==> src/rtl/seq_signed_divider_if.sv <==
// Start/result bundle between a requester and seq_signed_divider.
interface seq_signed_divider_if #(
   parameter int WIDTH = 16
);
   logic             start;
   logic             signed_mode;
   logic [WIDTH-1:0] dividend;
   logic [WIDTH-1:0] divisor;
   logic             ready;
   logic             busy;
   logic             done;
   logic [WIDTH-1:0] quotient;
   logic [WIDTH-1:0] remainder;
   logic             div_by_zero;
   logic             overflow;

   modport master (
      output start, signed_mode, dividend, divisor,
      input  ready, busy, done, quotient, remainder, div_by_zero, overflow
   );

   modport slave (
      input  start, signed_mode, dividend, divisor,
      output ready, busy, done, quotient, remainder, div_by_zero, overflow
   );
endinterface

==> src/rtl/seq_signed_divider.sv <==
// Multi-cycle restoring divider (signed/unsigned), quotient truncated toward zero.
// Optional DIV_EARLY_TERM_EN skips the leading-zero iterations of |dividend|.
module seq_signed_divider #(
   parameter int WIDTH = 16
) (
   input  logic                clk,
   input  logic                reset,
   seq_signed_divider_if.slave bus
);
   localparam int CW = $clog2(WIDTH + 1);
   localparam logic [WIDTH-1:0] ZERO    = {WIDTH{1'b0}};
   localparam logic [WIDTH-1:0] ONE     = {{(WIDTH-1){1'b0}}, 1'b1};
   localparam logic [WIDTH-1:0] ALL1    = {WIDTH{1'b1}};
   localparam logic [WIDTH-1:0] MIN_NEG = {1'b1, {(WIDTH-1){1'b0}}};

   typedef enum logic [2:0] {
      S_IDLE = 3'd0,
      S_PREP = 3'd1,
      S_ITER = 3'd2,
      S_FIX  = 3'd3,
      S_DONE = 3'd4
   } state_t;

   state_t           state_q;
   logic             signed_q;
   logic             qneg_q;
   logic             rneg_q;
   logic [WIDTH-1:0] dvd_q;
   logic [WIDTH-1:0] dvs_q;
   logic [WIDTH-1:0] dvs_mag_q;
   logic [WIDTH-1:0] rem_q;
   logic [WIDTH-1:0] sh_q;
   logic [CW-1:0]    cnt_q;
   logic             ready_q;
   logic             busy_q;
   logic             done_q;
   logic             dbz_q;
   logic             ovf_q;
   logic [WIDTH-1:0] quotient_q;
   logic [WIDTH-1:0] remainder_q;

   logic             dvd_neg_s;
   logic             dvs_neg_s;
   logic             ovf_s;
   logic [WIDTH-1:0] dvd_mag_s;
   logic [WIDTH-1:0] dvs_mag_s;
   logic [WIDTH-1:0] q_fix_s;
   logic [WIDTH-1:0] r_fix_s;
   logic [WIDTH:0]   shifted_s;
   logic [WIDTH:0]   trial_s;

   function automatic logic [WIDTH-1:0] negate(input logic [WIDTH-1:0] v);
      negate = ~v + ONE;
   endfunction

`ifdef DIV_EARLY_TERM_EN
   logic [CW-1:0] lz_s;

   function automatic logic [CW-1:0] lead_zeros(input logic [WIDTH-1:0] v);
      lead_zeros = CW'(WIDTH);
      for (int i = 0; i < WIDTH; i++) begin
         lead_zeros = v[i] ? CW'(WIDTH - 1 - i) : lead_zeros;
      end
   endfunction

   assign lz_s = lead_zeros(dvd_mag_s);
`endif

   // Operand magnitudes, one restoring step, and final sign correction.
   always_comb begin
      dvd_neg_s = signed_q & dvd_q[WIDTH-1];
      dvs_neg_s = signed_q & dvs_q[WIDTH-1];
      dvd_mag_s = dvd_neg_s ? negate(dvd_q) : dvd_q;
      dvs_mag_s = dvs_neg_s ? negate(dvs_q) : dvs_q;
      // rem < |divisor| keeps the difference inside WIDTH+1 signed bits
      shifted_s = {rem_q, sh_q[WIDTH-1]};
      trial_s   = shifted_s - {1'b0, dvs_mag_q};
      q_fix_s   = qneg_q ? negate(sh_q) : sh_q;
      r_fix_s   = rneg_q ? negate(rem_q) : rem_q;
      ovf_s     = signed_q & (dvd_q == MIN_NEG) & (dvs_q == ALL1);
   end

   // Control FSM with datapath registers and registered outputs.
   always_ff @(posedge clk or posedge reset) begin
      if (reset) begin
         state_q     <= S_IDLE;
         signed_q    <= 1'b0;
         qneg_q      <= 1'b0;
         rneg_q      <= 1'b0;
         dvd_q       <= ZERO;
         dvs_q       <= ZERO;
         dvs_mag_q   <= ZERO;
         rem_q       <= ZERO;
         sh_q        <= ZERO;
         cnt_q       <= {CW{1'b0}};
         ready_q     <= 1'b1;
         busy_q      <= 1'b0;
         done_q      <= 1'b0;
         dbz_q       <= 1'b0;
         ovf_q       <= 1'b0;
         quotient_q  <= ZERO;
         remainder_q <= ZERO;
      end else begin
         case (state_q)
            S_IDLE: begin
               done_q <= 1'b0;
               if (bus.start) begin
                  signed_q <= bus.signed_mode;
                  dvd_q    <= bus.dividend;
                  dvs_q    <= bus.divisor;
                  dbz_q    <= 1'b0;
                  ovf_q    <= 1'b0;
                  ready_q  <= 1'b0;
                  busy_q   <= 1'b1;
                  state_q  <= S_PREP;
               end else begin
                  ready_q  <= 1'b1;
                  state_q  <= S_IDLE;
               end
            end
            S_PREP: begin
               if (dvs_q == ZERO) begin
                  quotient_q  <= ALL1;
                  remainder_q <= dvd_q;
                  dbz_q       <= 1'b1;
                  busy_q      <= 1'b0;
                  state_q     <= S_DONE;
               end else begin
                  dvs_mag_q <= dvs_mag_s;
                  qneg_q    <= dvd_neg_s ^ dvs_neg_s;
                  rneg_q    <= dvd_neg_s;
                  rem_q     <= ZERO;
`ifdef DIV_EARLY_TERM_EN
                  sh_q      <= dvd_mag_s << lz_s;
                  cnt_q     <= CW'(WIDTH) - lz_s;
                  state_q   <= (dvd_mag_s == ZERO) ? S_FIX : S_ITER;
`else
                  sh_q      <= dvd_mag_s;
                  cnt_q     <= CW'(WIDTH);
                  state_q   <= S_ITER;
`endif
               end
            end
            S_ITER: begin
               rem_q <= trial_s[WIDTH] ? shifted_s[WIDTH-1:0] : trial_s[WIDTH-1:0];
               sh_q  <= {sh_q[WIDTH-2:0], ~trial_s[WIDTH]};
               cnt_q <= cnt_q - CW'(1);
               if (cnt_q == CW'(1)) begin
                  state_q <= S_FIX;
               end else begin
                  state_q <= S_ITER;
               end
            end
            S_FIX: begin
               quotient_q  <= q_fix_s;
               remainder_q <= r_fix_s;
               ovf_q       <= ovf_s;
               busy_q      <= 1'b0;
               state_q     <= S_DONE;
            end
            S_DONE: begin
               done_q  <= 1'b1;
               ready_q <= 1'b1;
               state_q <= S_IDLE;
            end
            default: begin
               ready_q <= 1'b1;
               busy_q  <= 1'b0;
               done_q  <= 1'b0;
               state_q <= S_IDLE;
            end
         endcase
      end
   end

   assign bus.ready       = ready_q;
   assign bus.busy        = busy_q;
   assign bus.done        = done_q;
   assign bus.quotient    = quotient_q;
   assign bus.remainder   = remainder_q;
   assign bus.div_by_zero = dbz_q;
   assign bus.overflow    = ovf_q;
endmodule

==> src/flat_wrapper.sv <==
// flat-port wrapper written by rule: the top's interface ports become plain ports
module seq_signed_divider_flat 
#(
   parameter int WIDTH = 16
)
  (clk, reset, bus_start, bus_signed_mode, bus_dividend, bus_divisor, bus_ready, bus_busy, bus_done, bus_quotient, bus_remainder, bus_div_by_zero, bus_overflow);
  seq_signed_divider_if #(.WIDTH(WIDTH)) bus_i ();
  input  logic clk;
  input  logic reset;
  input wire logic [$bits(bus_i.start)-1:0] bus_start;
  input wire logic [$bits(bus_i.signed_mode)-1:0] bus_signed_mode;
  input wire logic [$bits(bus_i.dividend)-1:0] bus_dividend;
  input wire logic [$bits(bus_i.divisor)-1:0] bus_divisor;
  output wire logic [$bits(bus_i.ready)-1:0] bus_ready;
  output wire logic [$bits(bus_i.busy)-1:0] bus_busy;
  output wire logic [$bits(bus_i.done)-1:0] bus_done;
  output wire logic [$bits(bus_i.quotient)-1:0] bus_quotient;
  output wire logic [$bits(bus_i.remainder)-1:0] bus_remainder;
  output wire logic [$bits(bus_i.div_by_zero)-1:0] bus_div_by_zero;
  output wire logic [$bits(bus_i.overflow)-1:0] bus_overflow;
  assign bus_i.start = bus_start;
  assign bus_i.signed_mode = bus_signed_mode;
  assign bus_i.dividend = bus_dividend;
  assign bus_i.divisor = bus_divisor;
  assign bus_ready = bus_i.ready;
  assign bus_busy = bus_i.busy;
  assign bus_done = bus_i.done;
  assign bus_quotient = bus_i.quotient;
  assign bus_remainder = bus_i.remainder;
  assign bus_div_by_zero = bus_i.div_by_zero;
  assign bus_overflow = bus_i.overflow;
  seq_signed_divider #(.WIDTH(WIDTH)) u_core (.clk(clk), .reset(reset), .bus(bus_i));
endmodule
==> config.mk <==
export PLATFORM = sky130hd
export DESIGN_NAME = seq_signed_divider_flat
export DESIGN_NICKNAME = d
export VERILOG_FILES = /design/src/rtl/seq_signed_divider_if.sv /design/src/rtl/seq_signed_divider.sv /design/src/flat_wrapper.sv
export SDC_FILE = /design/constraint.sdc
export NUM_CORES = 1
export LEC_CHECK = 0
export BUFFER_PORTS_ARGS = -buffer_cell sky130_fd_sc_hd__buf_2
export CAP_MARGIN = 25
export CORE_MARGIN = 4
export CORE_UTILIZATION = 66
export CTS_BUF_LIST = sky130_fd_sc_hd__clkbuf_4
export DETAILED_ROUTE_END_ITERATION = 8
export PLACE_DENSITY = 0.89
export REMOVE_ABC_BUFFERS = 1
export SLEW_MARGIN = 20
export SYNTH_ARGS = -nofsm -noshare
export SYNTH_HDL_FRONTEND = slang
export SYNTH_SLANG_ARGS = --single-unit
==> constraint.sdc <==
create_clock -name clk -period 7.8 [get_ports clk]
set_input_delay 1.56 -clock clk [delete_from_list [all_inputs] [get_ports clk]]
set_output_delay 1.56 -clock clk [all_outputs]
set_load 0.01 [all_outputs]
# After elaboration in Yosys (flattened, before gate mapping)
# Index checks and enable logic that the tools add are counted.
[word_totals]
ff_bits = 128
inputBits = 36
output_inout_bits = 37
[op_classes]
add_sub_neg = 6
n_eq_ne = 10
muxes = 29
bitwise_logic = 12
reduce_logical = 15
[ops]
columns = ["operator", "n"]
rows = [
  ["two-way mux 16 bit", 9],
  ["case mux 16 bit (2 select lines)", 4],
  ["adder 16 x 1 -> 16 bit (second input constant)", 4],
  ["NOT 16 bit", 4],
  ["equality test 16 bit (second input constant)", 2],
  ["subtractor 17 x 16 -> 17 bit", 1],
  ["logical NOT 16 bit", 1],
  ["case mux 3 bit (4 select lines)", 1],
  ["case mux 5 bit (2 select lines)", 1],
  ["AND reduction 2 bit", 5],
  ["case mux 1 bit (2 select lines)", 4],
  ["nonzero test 2 bit", 4],
  ["two-way mux 1 bit", 7],
  ["equality test 3 x 2 -> 1 bit (second input constant)", 2],
  ["AND reduction 3 bit", 2],
  ["equality test 5 x 1 -> 1 bit (second input constant)", 1],
  ["two-way mux 5 bit", 1],
  ["subtractor 5 x 1 -> 5 bit (second input constant)", 1],
  ["AND 1 bit", 4],
  ["!= test 2 bit (second input constant)", 2],
  ["equality test 3 x 1 -> 1 bit (second input constant)", 1],
  ["equality test 3 bit (second input constant)", 1],
  ["logical NOT 3 bit", 1],
  ["two-way mux 3 bit", 1],
  ["6 further kinds", 8],
]

# Longest topological paths before layout
[logic_depth]
word_depth = 5
ltp_mapped = 11

# Worst setup path after synthesis
# Ideal clock, no wire load.
[synth_timing]
kind = "register to register"
startpoint = "reg u_core.sh_q[15]"
endpoint = "reg u_core.rem_q[3]"
setup_ns = 0.133
arrival_time_ns = 2.557
required_ns = 7.667
setup_slack_ns = 5.109
stages_incl_launch_ff = 12
n_path_buf = 1
period_less_slack_ns = 2.691
path_cell_list = "dfrtp_1 -> inv_1 -> ha_1 -> fa_1 -> nand2b_1 -> a21oi_1 -> o21ai_0 -> nand3_1 -> xor2_2 -> buf_4 -> mux2i_1 -> o21ai_0"
[synth_between]
elab_chain_cells = 3
[synth_rtl]
columns = ["item", "line_no", "text"]
rows = [
  ["from (decl)", "seq_signed_divider.sv:32", "logic [WIDTH-1:0] sh_q;"],
  ["from (signal assigned)", "seq_signed_divider.sv:138", "sh_q <= dvd_mag_s;"],
  ["from (signal assigned)", "seq_signed_divider.sv:146", "sh_q <= {sh_q[WIDTH-2:0], ~trial_s[WIDTH]};"],
  ["subtractor 17 x 16 -> 17 bit", "seq_signed_divider.sv:77", "trial_s = shifted_s - {1'b0, dvs_mag_q};"],
  ["two-way mux 16 bit", "seq_signed_divider.sv:145", "rem_q <= trial_s[WIDTH] ? shifted_s[WIDTH-1:0] : trial_s[WIDTH-1:0];"],
  ["case mux 16 bit (2 select lines)", "seq_signed_divider.sv:104", "case (state_q)"],
  ["to (signal assigned)", "seq_signed_divider.sv:145", ""],
  ["to (decl)", "seq_signed_divider.sv:31", "logic [WIDTH-1:0] rem_q;"],
]
# No other way between the ends.
# A chain may end at the register's enable or synchronous reset.

# Worst setup path after layout
[layout_timing]
startpoint = "reg u_core.dvs_q[10]"
endpoint = "reg u_core.remainder_q[7] (netlist: u_core.bus.remainder[7])"
[layout_between]
elab_chain_cells = 3
[layout_rtl]
columns = ["item", "line_no", "text"]
rows = [
  ["from (decl)", "seq_signed_divider.sv:29", "logic [WIDTH-1:0] dvs_q;"],
  ["from (signal assigned)", "seq_signed_divider.sv:110", "dvs_q <= bus.divisor;"],
  ["logical NOT 16 bit", "seq_signed_divider.sv:122", "if (dvs_q == ZERO) begin"],
  ["!= test 2 x 1 -> 1 bit (no source line)", "-", ""],
  ["AND reduction 2 bit (no source line)", "-", ""],
  ["to (signal assigned)", "seq_signed_divider.sv:124", "remainder_q <= dvd_q;"],
  ["to (signal assigned)", "seq_signed_divider.sv:156", "remainder_q <= r_fix_s;"],
  ["to (decl)", "seq_signed_divider.sv:40", "logic [WIDTH-1:0] remainder_q;"],
]
# No other way between the ends.

==> metrics <==
Inst Count DP 954; most frequent cells in the layout dfrtp_1, o21ai_0, nand2_1, buf_2, a21oi_1; Setup Buffers After CTS 0; die area 12,800 um2; clk_skew 0.0163 ns; post_cts resized 0; Site Rows 38; vias in the first global route 6,190; clk buf depth 2; Slew headroom 35.6%; crit-path max FO 33; pin count of the biggest net entering global routing 77; main flop type after synthesis dfrtp_1; Leak 3.55 nW; RSZ-0062 raised after global routing no; CTS Sinks 128; # hold bufs at CTS 0; Worst Hold Class reg -> reg; pre-CTS WS 4.61 ns; largest stage delay on the critical path 0.78 ns; maximum level of the CTS H-tree 4; flop2flop setup slack 4.77 ns; WL/cell 18.9 um; status finished clean; synth top area cells dfrtp_1, o21ai_0, mux2_2; P_sw 1.78 mW; Hold Worst Slack 0.511 ns; cells along the critical path or3_1 -> nor4_1 -> nand2_1 -> nor2_4 -> nor2_1 -> a221o_1; Post-synth EDFFs 0; post-layout min period 3.03 ns; ys async rst share 100%; die height 113 um; port bufs 72; clock share of power 13.9%; Placer Congestion 0.946; Setup violations, final 0; most common library cell in the layout ignoring fill and taps dfrtp_1; fin cells 987; DP Wirelength 13,000 um; Combinational Power Share 51.4%; post-synth cell types 63; total global routing overflow 0; worst hold start u_core.cnt_q[4]; DRT Pass-1 Iters 7; CP Class reg -> reg; Die W 113 um; initial antenna violation count 0; r2r worst-path depth 6; layout cells sized above 1 17.6%; Worst Max-Slew Pin Slew 0.964 ns; CTS Buf Count 17; # DRC 0; Final Util 74.7%; crit end category flop; worst r2r src u_core.dvs_q[10]; worst vdd ir 248 uV; Post-Synthesis Cells 776; Power Density 480 nW/um2; Overall Global Routing Usage 29.7%; Slew Limit Fails 0; slowest CP cell nor2_4; critical path data arrival time 3.44 ns; WP buf/inv 0; Routed Antenna Nets 0; Core ar. 10,800 um2; delay-heaviest family, CP simple AND/OR/NAND/NOR gates; TritonCTS clock tree built; Vias/cell 6.44; Nets 894; Hold Crit Depth 1; Critical Path Source u_core.dvs_q[10]; setup_tns 0 ns; sequential share of power 34.7%; DRT iter0 DRCs 603; area growth from synthesis to layout 10.9%; Clk Latency, worst-skew pair 0.53 ns; Yosys reg bits 128; mean cell area of the mapped netlist 9.41 um2; crit share post-route 38.8%; top cell type's share of synthesized area 43.5%; Pint 2.11 mW; cell taking the most area after synthesis dfrtp_1; Max-Cap Viols 0; R2R Path End u_core.bus.remainder[7]; required arrival time at the worst endpoint 8.22 ns; Initial Util 67.4%; IO Pins 73; Hold Path End u_core.cnt_q[4]; yosys warns 0; via count 6,355; switching share of total power 45.8%; Clock Pin Slew Worst Setup and Hold Paths 0.11 ns; FMAX 330 MHz; Synth Cell Area 7300 um2; diodes inserted 0; Seq/Total Area, Yosys 43.9%; first-pass GRT wire length 30,400 um; CTS Root Buffer Type clkbuf_4; drt total wl 18,700 um; crit path launch type flop; Final Hold Fails 0; Final Worst Setup Slack 4.77 ns
[power groups by stage]
stage | logic, mW | clock network [mW] | registers [mW]
after floorplan | 1.42 | 0 | 1.28
after global placement | 1.84 | 0 | 1.32
after detailed placement | 1.94 | 0 | 1.34
after CTS | 1.97 | 0.544 | 1.33
after global routing | 2.20 | 0.572 | 1.39
final | 2.00 | 0.541 | 1.35
[how the worst max path moves through the flow]
stage	cells after the start	slack, ns	end
finish	6	4.77	u_core.bus.remainder[7]
global route	7	4.58	u_core.bus.remainder[8]
CTS	10	4.60	u_core.rem_q[0]
detailed placement	10	4.61	u_core.rem_q[0]
global placement	10	4.73	u_core.rem_q[0]
floorplan	1	2.83	u_core.bus.busy
[sequential cells by signal, summed over array words and instances (netlist names), 3 cells and up]
name                  count
u_core.state_q            3
u_core.dvs_q             16
u_core.cnt_q              5
u_core.bus.quotient      16
u_core.dvd_q             16
u_core.sh_q              16
u_core.dvs_mag_q         16
u_core.rem_q             16
u_core.bus.remainder     16
[layer usage]
metal,global-route usage [%],part of all wire [%],vias to the layer above
li1,-,-,2884
met1,36.0,39,3083
met2,50.7,50,324
met3,6.31,7.4,64
met4,14.3,4.0,0
met5,0,0,-
[worst register-to-register path: stages, from the launching register on]
cell and delay (ns):
dfrtp_1 0.45, or3_1 0.47, nor4_1 0.47, nand2_1 0.25, nor2_4 0.78, nor2_1 0.17
a221o_1 0.33
[synthesized netlist by cell type, types with 27 or more instances]
cell type / n
xor2_1: 27
nand2_1: 72
xnor2_1: 36
nor2_1: 45
o21ai_0: 78
inv_1: 37
mux2_2: 28
nand3_1: 29
a21oi_1: 51
mux2i_1: 28
nor3_1: 28
dfrtp_1: 127
[stage by stage]
step	total power, mW	area (um2)
after floorplan	2.70	7140
after global placement	3.16	7720
after detailed placement	3.28	7720
after CTS	3.84	8060
after global routing	4.16	8100
final	3.89	8100
[layout make-up]
class	instances	area (um2)
multi-input combinational	572	3820
sequential	128	3200
fill	737	2740
timing repair buffer	78	425
clock inverter	13	193
tap	140	175
clock buffer	19	143
inverter	37	141
[logic make-up after synthesis]
group	Yosys count	synth area share, %
multiplexers	56	8.16
buffers and inverters	76	4.13
AO/OA/AOI/OAI	201	16.8
flip-flops	128	43.9
XOR/XNOR	64	7.78
adder cells (fa/ha/maj)	24	4.22
AND/OR/NAND/NOR	227	15.1
Note: power is estimated with default switching activity, not from simulation.
